==> config.mk <==
export PLATFORM = sky130hd
export DESIGN_NAME = hazard_ctrl_flat
export DESIGN_NICKNAME = d
export VERILOG_FILES = /design/src/rtl/hazard_ctrl_pkg.sv /design/src/rtl/hazard_ctrl_if.sv /design/src/rtl/hazard_ctrl_md_busy_tracker.sv /design/src/rtl/hazard_ctrl.sv /design/src/flat_wrapper.sv
export SDC_FILE = /design/constraint.sdc
export NUM_CORES = 1
export LEC_CHECK = 0
export BUFFER_PORTS_ARGS = -buffer_cell sky130_fd_sc_hd__buf_4
export CAP_MARGIN = 20
export CORE_MARGIN = 2
export CORE_UTILIZATION = 43
export DETAILED_ROUTE_END_ITERATION = 7
export PLACE_DENSITY = 0.92
export SLEW_MARGIN = 20
export SYNTH_ARGS = -nofsm -noshare
export SYNTH_HDL_FRONTEND = slang
export SYNTH_HIERARCHICAL = 1
export SYNTH_SLANG_ARGS = --single-unit
==> constraint.sdc <==
create_clock -name clk -period 3.02 [get_ports clk]
set_input_delay 0 -clock clk [delete_from_list [all_inputs] [get_ports clk]]
set_output_delay 0 -clock clk [all_outputs]
set_load 0.1 [all_outputs]
==> src/rtl/hazard_ctrl_pkg.sv <==
// Shared forwarding select codes and multiply/divide latency defaults for the
// hazard controller and the datapath forwarding muxes.
package hazard_ctrl_pkg;

   localparam logic [1:0] FWD_D_ORIG = 2'd0;
   localparam logic [1:0] FWD_D_E    = 2'd1;
   localparam logic [1:0] FWD_D_M    = 2'd2;

   localparam logic [1:0] FWD_E_ORIG = 2'd0;
   localparam logic [1:0] FWD_E_M    = 2'd1;
   localparam logic [1:0] FWD_E_W    = 2'd2;

   localparam logic       FWD_M_ORIG = 1'b0;
   localparam logic       FWD_M_W    = 1'b1;

   localparam int MULT_CYCLES_DEF = 5;
   localparam int DIV_CYCLES_DEF  = 10;

   // Wide enough to hold the longer of the two latencies, never narrower than 1 bit.
   function automatic int mdCntWidth(input int multCycles, input int divCycles);
      int longest;
      longest = (divCycles > multCycles) ? divCycles : multCycles;
      return (longest < 1) ? 1 : $clog2(longest + 1);
   endfunction

endpackage

==> src/rtl/hazard_ctrl_if.sv <==
// Bundle of pipeline hazard inputs and forwarding/stall outputs; the pipeline
// control drives it as master and hazard_ctrl consumes it as slave.
interface hazard_ctrl_if #(
   parameter int NUM_SRC = 2,
   parameter int REG_AW  = 5,
   parameter int T_W     = 3
);
   logic [NUM_SRC*T_W-1:0]    tuse_d;
   logic [NUM_SRC*REG_AW-1:0] rs_d;
   logic [NUM_SRC*REG_AW-1:0] rs_e;
   logic [NUM_SRC*REG_AW-1:0] rs_m;
   logic [REG_AW-1:0]         rd_e;
   logic [REG_AW-1:0]         rd_m;
   logic [REG_AW-1:0]         rd_w;
   logic [T_W-1:0]            tnew_e;
   logic [T_W-1:0]            tnew_m;
   logic [T_W-1:0]            tnew_w;
   logic                      md_start_e;
   logic                      md_is_div_e;
   logic                      md_use_d;
   logic [2*NUM_SRC-1:0]      fwd_d;
   logic [2*NUM_SRC-1:0]      fwd_e;
   logic [NUM_SRC-1:0]        fwd_m;
   logic                      stall;
   logic                      md_busy;
   logic [31:0]               stall_cnt;

   modport master (
      output tuse_d, rs_d, rs_e, rs_m, rd_e, rd_m, rd_w,
             tnew_e, tnew_m, tnew_w, md_start_e, md_is_div_e, md_use_d,
      input  fwd_d, fwd_e, fwd_m, stall, md_busy, stall_cnt
   );

   modport slave (
      input  tuse_d, rs_d, rs_e, rs_m, rd_e, rd_m, rd_w,
             tnew_e, tnew_m, tnew_w, md_start_e, md_is_div_e, md_use_d,
      output fwd_d, fwd_e, fwd_m, stall, md_busy, stall_cnt
   );

endinterface

==> src/rtl/hazard_ctrl_md_busy_tracker.sv <==
// Multiply/divide occupancy tracker: a down-counter loaded on an MD start and
// a registered busy flag that is high while the count is nonzero.
module md_busy_tracker
   import hazard_ctrl_pkg::*;
#(
   parameter int MULT_CYCLES = MULT_CYCLES_DEF,
   parameter int DIV_CYCLES  = DIV_CYCLES_DEF
) (
   input  logic clk,
   input  logic reset,
   input  logic i_start,
   input  logic i_isDiv,
   output logic o_busy
);
   localparam int CW = mdCntWidth(MULT_CYCLES, DIV_CYCLES);

   logic [CW-1:0] r_cnt;
   logic [CW-1:0] w_cntNext;
   logic          r_busy;

   // A start that arrives while the unit is still counting is ignored.
   always_comb begin
      w_cntNext = r_cnt;
      if (i_start && (r_cnt == '0)) begin
         w_cntNext = i_isDiv ? CW'(DIV_CYCLES) : CW'(MULT_CYCLES);
      end else if (r_cnt != '0) begin
         w_cntNext = r_cnt - CW'(1);
      end
   end

   always_ff @(posedge clk or posedge reset) begin
      if (reset) begin
         r_cnt  <= '0;
         r_busy <= 1'b0;
      end else begin
         r_cnt  <= w_cntNext;
         r_busy <= (w_cntNext != '0);
      end
   end

   assign o_busy = r_busy;

endmodule

==> src/rtl/hazard_ctrl.sv <==
// Five-stage pipeline hazard controller: per-source forwarding selects at D/E/M
// and the D-stage stall. Optional stall counter enabled by HAZARD_STALL_CNT_EN.
module hazard_ctrl
   import hazard_ctrl_pkg::*;
#(
   parameter int NUM_SRC     = 2,
   parameter int REG_AW      = 5,
   parameter int T_W         = 3,
   parameter int MULT_CYCLES = MULT_CYCLES_DEF,
   parameter int DIV_CYCLES  = DIV_CYCLES_DEF
) (
   input  logic          clk,
   input  logic          reset,
   hazard_ctrl_if.slave  bus
);
   logic               w_eReady;
   logic               w_mReady;
   logic               w_wReady;
   logic               w_eWrites;
   logic               w_mWrites;
   logic               w_wWrites;
   logic [NUM_SRC-1:0] w_stallSrc;
   logic               w_mdBusy;
   logic               w_mdStall;
   logic               w_stall;

   assign w_eReady  = (bus.tnew_e == '0);
   assign w_mReady  = (bus.tnew_m == '0);
   assign w_wReady  = (bus.tnew_w == '0);
   assign w_eWrites = (bus.rd_e != '0);
   assign w_mWrites = (bus.rd_m != '0);
   assign w_wWrites = (bus.rd_w != '0);

   // The youngest matching producer owns the source; if it is not ready the
   // select stays at orig even when an older ready producer also matches.
   for (genvar i = 0; i < NUM_SRC; i++) begin : g_src
      logic [REG_AW-1:0] w_rsD;
      logic [REG_AW-1:0] w_rsE;
      logic [REG_AW-1:0] w_rsM;
      logic [T_W-1:0]    w_tuse;
      logic              w_dMatchE;
      logic              w_dMatchM;
      logic              w_eMatchM;
      logic              w_eMatchW;
      logic              w_mMatchW;

      assign w_rsD  = bus.rs_d[i*REG_AW +: REG_AW];
      assign w_rsE  = bus.rs_e[i*REG_AW +: REG_AW];
      assign w_rsM  = bus.rs_m[i*REG_AW +: REG_AW];
      assign w_tuse = bus.tuse_d[i*T_W +: T_W];

      assign w_dMatchE = w_eWrites && (bus.rd_e == w_rsD);
      assign w_dMatchM = w_mWrites && (bus.rd_m == w_rsD);
      assign w_eMatchM = w_mWrites && (bus.rd_m == w_rsE);
      assign w_eMatchW = w_wWrites && (bus.rd_w == w_rsE);
      assign w_mMatchW = w_wWrites && (bus.rd_w == w_rsM);

      assign bus.fwd_d[2*i +: 2] = w_dMatchE ? (w_eReady ? FWD_D_E : FWD_D_ORIG) :
                                   (w_dMatchM && w_mReady) ? FWD_D_M : FWD_D_ORIG;
      assign bus.fwd_e[2*i +: 2] = w_eMatchM ? (w_mReady ? FWD_E_M : FWD_E_ORIG) :
                                   (w_eMatchW && w_wReady) ? FWD_E_W : FWD_E_ORIG;
      assign bus.fwd_m[i]        = (w_mMatchW && w_wReady) ? FWD_M_W : FWD_M_ORIG;

      assign w_stallSrc[i] = (w_dMatchE && (w_tuse < bus.tnew_e)) ||
                             (w_dMatchM && (w_tuse < bus.tnew_m));
   end

   md_busy_tracker #(
      .MULT_CYCLES (MULT_CYCLES),
      .DIV_CYCLES  (DIV_CYCLES)
   ) u_mdTracker (
      .clk     (clk),
      .reset   (reset),
      .i_start (bus.md_start_e),
      .i_isDiv (bus.md_is_div_e),
      .o_busy  (w_mdBusy)
   );

   assign w_mdStall   = bus.md_use_d && (w_mdBusy || bus.md_start_e);
   assign w_stall     = (|w_stallSrc) || w_mdStall;
   assign bus.stall   = w_stall;
   assign bus.md_busy = w_mdBusy;

`ifdef HAZARD_STALL_CNT_EN
   logic [31:0] r_stallCnt;

   always_ff @(posedge clk or posedge reset) begin
      if (reset) begin
         r_stallCnt <= '0;
      end else if (w_stall && (r_stallCnt != 32'hFFFF_FFFF)) begin
         r_stallCnt <= r_stallCnt + 32'd1;
      end
   end

   assign bus.stall_cnt = r_stallCnt;
`else
   assign bus.stall_cnt = '0;
`endif

endmodule

==> src/flat_wrapper.sv <==
// flat-port wrapper written by rule: the top's interface ports become plain ports
module hazard_ctrl_flat import hazard_ctrl_pkg::*;
#(
   parameter int NUM_SRC     = 2,
   parameter int REG_AW      = 5,
   parameter int T_W         = 3,
   parameter int MULT_CYCLES = MULT_CYCLES_DEF,
   parameter int DIV_CYCLES  = DIV_CYCLES_DEF
)
  (clk, reset, bus_tuse_d, bus_rs_d, bus_rs_e, bus_rs_m, bus_rd_e, bus_rd_m, bus_rd_w, bus_tnew_e, bus_tnew_m, bus_tnew_w, bus_md_start_e, bus_md_is_div_e, bus_md_use_d, bus_fwd_d, bus_fwd_e, bus_fwd_m, bus_stall, bus_md_busy, bus_stall_cnt);
  hazard_ctrl_if #(.NUM_SRC(NUM_SRC), .REG_AW(REG_AW), .T_W(T_W)) bus_i ();
  input  logic clk;
  input  logic reset;
  input wire logic [$bits(bus_i.tuse_d)-1:0] bus_tuse_d;
  input wire logic [$bits(bus_i.rs_d)-1:0] bus_rs_d;
  input wire logic [$bits(bus_i.rs_e)-1:0] bus_rs_e;
  input wire logic [$bits(bus_i.rs_m)-1:0] bus_rs_m;
  input wire logic [$bits(bus_i.rd_e)-1:0] bus_rd_e;
  input wire logic [$bits(bus_i.rd_m)-1:0] bus_rd_m;
  input wire logic [$bits(bus_i.rd_w)-1:0] bus_rd_w;
  input wire logic [$bits(bus_i.tnew_e)-1:0] bus_tnew_e;
  input wire logic [$bits(bus_i.tnew_m)-1:0] bus_tnew_m;
  input wire logic [$bits(bus_i.tnew_w)-1:0] bus_tnew_w;
  input wire logic [$bits(bus_i.md_start_e)-1:0] bus_md_start_e;
  input wire logic [$bits(bus_i.md_is_div_e)-1:0] bus_md_is_div_e;
  input wire logic [$bits(bus_i.md_use_d)-1:0] bus_md_use_d;
  output wire logic [$bits(bus_i.fwd_d)-1:0] bus_fwd_d;
  output wire logic [$bits(bus_i.fwd_e)-1:0] bus_fwd_e;
  output wire logic [$bits(bus_i.fwd_m)-1:0] bus_fwd_m;
  output wire logic [$bits(bus_i.stall)-1:0] bus_stall;
  output wire logic [$bits(bus_i.md_busy)-1:0] bus_md_busy;
  output wire logic [$bits(bus_i.stall_cnt)-1:0] bus_stall_cnt;
  assign bus_i.tuse_d = bus_tuse_d;
  assign bus_i.rs_d = bus_rs_d;
  assign bus_i.rs_e = bus_rs_e;
  assign bus_i.rs_m = bus_rs_m;
  assign bus_i.rd_e = bus_rd_e;
  assign bus_i.rd_m = bus_rd_m;
  assign bus_i.rd_w = bus_rd_w;
  assign bus_i.tnew_e = bus_tnew_e;
  assign bus_i.tnew_m = bus_tnew_m;
  assign bus_i.tnew_w = bus_tnew_w;
  assign bus_i.md_start_e = bus_md_start_e;
  assign bus_i.md_is_div_e = bus_md_is_div_e;
  assign bus_i.md_use_d = bus_md_use_d;
  assign bus_fwd_d = bus_i.fwd_d;
  assign bus_fwd_e = bus_i.fwd_e;
  assign bus_fwd_m = bus_i.fwd_m;
  assign bus_stall = bus_i.stall;
  assign bus_md_busy = bus_i.md_busy;
  assign bus_stall_cnt = bus_i.stall_cnt;
  hazard_ctrl #(.NUM_SRC(NUM_SRC), .REG_AW(REG_AW), .T_W(T_W), .MULT_CYCLES(MULT_CYCLES), .DIV_CYCLES(DIV_CYCLES)) u_core (.clk(clk), .reset(reset), .bus(bus_i));
endmodule
== Yosys cells after proc, flatten, opt, wreduce, memory -nomap -nowiden ==
Index checks and enable logic that the tools add are counted.

* Add/subtract/negate cells: 1
* $lt $le $gt $ge: 4
* Eq/ne operators: 10
* Muxes and demuxes: 15
* Reduce and logical (&&, ||, !) cells: 36

{| class="wikitable"
|+ Operator list
! kind !! number
|-
| $eq 5x5->1 || 10
|-
| $logic_and 1x1->1 || 22
|-
| $mux 2 || 8
|-
| $reduce_bool 5->1 || 3
|-
| $lt 3x3->1 || 4
|-
| $mux 4 || 3
|-
| $logic_not 3->1 || 3
|-
| $reduce_bool 4->1 || 2
|-
| $logic_not 4->1 || 1
|-
| $logic_or 1x1->1 || 4
|-
| $mux 1 || 4
|-
| $sub 4x1->4 const B || 1
|-
| $reduce_or 2->1 || 1
|}

* Flip-flop bits (word level): 5
* Input bits: 65
* Output and inout bits: 44
* Word-level logic and storage cells: 68

== Longest topological paths before layout ==
* Word-level depth: 6
* Mapped depth: 6
* Depth with buffers taken out: 6

== By module ==
The synthesis kept the hierarchy.

{| class="wikitable"
|+ Modules (own cells, without submodules)
! module !! times used !! cells an instance !! area each (µm²) !! seq. area each (µm²)
|-
| hazard_ctrl || 1 || 155 || 1171.1 || 0.0
|-
| md_busy_tracker || 1 || 26 || 254.0 || 125.1
|}

== Least setup slack after synthesis ==
No wires, ideal clock.

* Path kind: in2out
* From: input bus_rd_m[2]
* To: output bus_fwd_e[0]
* Arrival: 3.522 ns
* Data required time: 3.020 ns
* Slack: -0.502 ns
* Stages: 6
* Path buffers: 1
* Cells stage by stage: buf_2 or4_4 nor2_4 nor4_1 nand3_1 nor4_1

* Cells in the longest elaborated chain, start to end: 3
* Elaborated cells on any way between the ends: 4
* Those cells by class: eq/ne (1); mux (1); reduce/logical (2)

{| class="wikitable"
|+ Ends and longest elaborated chain
! element !! RTL line !! text
|-
| start, declared || flat_wrapper.sv:19 || <nowiki>input wire logic [$bits(bus_i.rd_m)-1:0] bus_rd_m;</nowiki>
|-
| $eq 5x5->1 / $reduce_bool 5->1 (equally long branches) || hazard_ctrl.sv:54, hazard_ctrl.sv:31 ||
|-
| $logic_and 1x1->1 * || hazard_ctrl.sv:54 || <nowiki>assign w_eMatchM = w_mWrites && (bus.rd_m == w_rsE);</nowiki>
|-
| $mux 2 * || hazard_ctrl.sv:60 || <nowiki>assign bus.fwd_e[2*i +: 2] = w_eMatchM ? (w_mReady ? FWD_E_M : FWD_E_ORIG) :</nowiki>
|-
| end, declared || flat_wrapper.sv:28 || <nowiki>output wire logic [$bits(bus_i.fwd_e)-1:0] bus_fwd_e;</nowiki>
|}

Mark *: on every way between the ends. The rest lies on a longest branch, timed or not.

== Final worst setup path ==
* From: register u_core.u_mdTracker.r_cnt[0]
* To: register u_core.u_mdTracker.r_busy, in the netlist u_core/u_mdTracker/o_busy

* Cells in the longest elaborated chain, start to end: 4
* Elaborated cells on any way between the ends: 7
* Those cells by class: add/sub (1); mux (2); reduce/logical (4)

{| class="wikitable"
|+ Ends and longest elaborated chain
! element !! RTL line !! text
|-
| start, declared || hazard_ctrl_md_busy_tracker.sv:17 || <nowiki>logic [CW-1:0] r_cnt;</nowiki>
|-
| start signal, assigned || hazard_ctrl_md_busy_tracker.sv:36 || <nowiki>r_cnt <= w_cntNext;</nowiki>
|-
| $sub 4x1->4 (tied with other cells) || hazard_ctrl_md_busy_tracker.sv:27 || <nowiki>w_cntNext = r_cnt - CW'(1);</nowiki>
|-
| $mux 4 / $logic_and 1x1->1 (equally long branches) || hazard_ctrl_md_busy_tracker.sv:26, hazard_ctrl_md_busy_tracker.sv:24 ||
|-
| $mux 4 * || hazard_ctrl_md_busy_tracker.sv:24 || <nowiki>if (i_start && (r_cnt == '0)) begin</nowiki>
|-
| via u_core.u_mdTracker.w_cntNext[0] || hazard_ctrl_md_busy_tracker.sv:18 || <nowiki>logic [CW-1:0] w_cntNext;</nowiki>
|-
| $reduce_bool 4->1 * || hazard_ctrl_md_busy_tracker.sv:37 || <nowiki>r_busy <= (w_cntNext != '0);</nowiki>
|-
| end signal, assigned || hazard_ctrl_md_busy_tracker.sv:37 ||
|-
| end, declared || hazard_ctrl_md_busy_tracker.sv:19 || <nowiki>logic r_busy;</nowiki>
|}

The timed path passes the listed nets; every way through them passes the cells marked *.

==> flow_summary_export.csv <==
group,metric,value,unit
cts,root_buffer,"clkbuf_4",
cts,clock_path_buffers,2,
layout,areaGrowthSynthToFinish,36.7,%
route,avgViaCountPerCell,4.70,
layout,n_antenna_cell,0,
cts,clk_latency,0.24,ns
yosys,synth_ff_type,"dfrtp_1",
timing,drv_slew,0,
layout,drive_above_1_share,35.5,%
yosys,synthCells,181,
floorplan,coreArea,3100,µm²
layout,seqCellArea,125,µm²
route,ant_nets,0,
route,routed_wl,3590,µm
floorplan,die_y,61.6,µm
setup_path,crit_path_end_kind,"flip-flop",
hold_path,min_path_type,"input pin to flip-flop",
cts,cts_hold_buf,1,
floorplan,ios,109,
route,wl_per_cell,12.2,µm
route,drt_iter0_markers,35,
setup_path,cp_cell_sequence,"inv_1, ha_1, or3b_4, nor2b_1, o22ai_1, or4b_1",
place,placed_area,1910,µm²
setup_path,critPathMaxFanout,5,
route,dr_total_vias,1387,
layout,multi_input_area,1130,µm²
setup_path,required,3.12,ns
power,total_power,0.729,mW
route,route.detailed.drc,0,
setup_path,path_buf_inv,1,
floorplan,rows,20,
yosys,ys_ff_latch,5,
place,routabilityCongestion,0.851,
run_status,status,"completed",
yosys,yosys-top-cells-area,"xor2_1 (17%), buf_4 (17%), xnor2_1 (14%)",
yosys,yosys.cell_types.count,39,
layout,final_cells,295,
layout,fillers,285,
global_route,grt_pass1_vias,1298,
setup_path,arrival,2.05,ns
layout,design_area,1950,µm²
cts,ctsResizeCount,0,
yosys,synth_area_per_cell,7.87,µm²
timing,fin_skew,0.00603,ns
timing,grt_setup_unrepaired,"no",
power,ir_worst_vdd,0.469,mV
yosys,synth-warning-count,6,
global_route,grt_pass1_wl,5590,µm
timing,hold_viol_final,0,
power,p_leak,0.942,nW
layout,nets,326,
place,dp_hpwl,3240,µm
global_route,antenna_found_initial,0,
power,power_density,374,nW/µm²
yosys,async_reset_ff_share,100,%
cts,htreeDepth,1,
cts,cts_buffers,3,
global_route,gr-total-overflow,0,
floorplan,die_w,61.6,µm
route,firstDrtPassIters,4,
floorplan,dieArea,3790,µm²
global_route,grt.total_usage,19.2,%
timing,whs,0.103,ns
floorplan,initial_core_util,45.9,%
setup_path,cpLargestDelayFamily,"simple AND/OR/NAND/NOR gates",
setup_path,start_kind,"flip-flop",
yosys,synth_area_leader_cell,"xor2_1",
cts,clock_sinks,5,
setup_path,slowest_delay,0.48,ns
setup_path,critPathKind,"flip-flop to flip-flop",
run,drv_cap,0,
place,dp.cells,290,
cts,cts_tree,"yes",
timing,min_period,1.96,ns
global_route,grt_max_degree,6,
cts,path_clk_slew,0.04,ns
timing,setup_viol,0,
yosys,yosysSeqAreaShare,8.78,%
place,portBuffers,76,
timing,period_share,64.8,%
yosys,synth_edf_count,0,
cts,cts_setup_buffers,0,
timing,max_freq,511,MHz
yosys,synth_area,1430,µm²
setup_path,slowest_stage,"or4b_1",
yosys,yosysTopAreaCellShare,17.2,%
metal layers:
metal	global-route usage, %	part of all wire (%)	up-vias	wire length, µm
met5	0	0	-	0
met4	7.90	2.2	0	78
met3	3.57	8.3	8	297
met2	33.5	52	68	1850
met1	23.0	38	617	1360
li1	-	-	694	-
registers in the layout, indices dropped and copies added, names as in the netlist:
signal,count
u_core/u_mdTracker/o_busy,1
u_core/u_mdTracker/r_cnt,4
layout by cell type (no fill, tap or decap), drive strengths merged, types with 4 or more instances in the layout:
cell type,count
buf,76
conb,32
xor2,28
xnor2,22
nor4,10
ha,9
inv,8
nor3,7
nand3,6
nand2b,5
dfrtp,5
nand2,4
clkbuf,4
o21ai,4
or4,4
where the power goes:
group	internal, mW	leakage [nW]	switching [mW]
clock network	0.0498	0.0150	0.0252
registers	0.0992	0.0573	0.0235
logic	0.173	0.870	0.358
cell usage after synthesis (2+ instances only):
master    count
and4_1        2
xnor2_1      22
nand2_1       4
xor2_1       28
ha_1          9
a21oi_1       3
or4_1         2
buf_4        32
o21ai_0       3
inv_1         8
nor4_1       10
clkbuf_1      4
nand3_1       6
a21o_1        3
nand4_1       2
nor2b_1       2
nand2b_1      5
nor3b_1       2
dfrtp_1       5
buf_2         4
nor3_1        7
worst reg2reg max path: stages (launching register included):
cell	delay [ns]
dfrtp_1	0.39
inv_1	0.08
ha_1	0.21
or3b_4	0.43
nor2b_1	0.14
o22ai_1	0.10
or4b_1	0.48
cell families after synthesis:
kind of cell / share of synthesized area (%)
other cells: 0.263
compound gates: 7.37
xor+xnor: 30.7
simple gates: 21.7
buf+inv: 22.5
fa+ha+maj: 7.90
flops: 8.78
mux: 0.790
final timing paths:
kind | start | to | slack [ns] | cells after the start
worst max-delay path | u_core/u_mdTracker/r_cnt[0]$_DFF_PP0_ | u_core/u_mdTracker/o_busy$_DFF_PP0_ | 1.06 | 6
worst min-delay path | bus_md_is_div_e | u_core/u_mdTracker/r_cnt[3]$_DFF_PP0_ | 0.10 | 3
worst max register to register | u_core/u_mdTracker/r_cnt[0]$_DFF_PP0_ | u_core/u_mdTracker/o_busy$_DFF_PP0_ | 1.06 | 6
worst min register to register | u_core/u_mdTracker/r_cnt[0]$_DFF_PP0_ | u_core/u_mdTracker/r_cnt[0]$_DFF_PP0_ | 0.53 | 1
max in group asynchronous | reset | u_core/u_mdTracker/o_busy$_DFF_PP0_ | 2.63 | 3
min in group asynchronous | reset | u_core/u_mdTracker/r_cnt[3]$_DFF_PP0_ | 0.21 | 3
per-stage QoR:
stage | setup TNS, ns | util, % | setup slack [ns]
6_report | 0 | 62.8 | 1.06
5_1_grt | 0 | 62.8 | 0.930
4_1_cts | 0 | 62.8 | 1.07
3_5_place_dp | 0 | 61.6 | 1.09
3_3_place_gp | 0 | 61.6 | 1.17
2_1_floorplan | -0.757 | - | -0.379
final cells by class:
| cell class | count | share of cell area [%] |
|---|---|---|
| clock buffers | 4 | 1.35 |
| inverters | 8 | 1.54 |
| multi-input cells | 157 | 58.1 |
| flip-flops and latches | 5 | 6.42 |
| well taps | 44 | 2.83 |
| repair buffers | 77 | 29.8 |
Note: power is estimated with default switching activity, not from simulation.
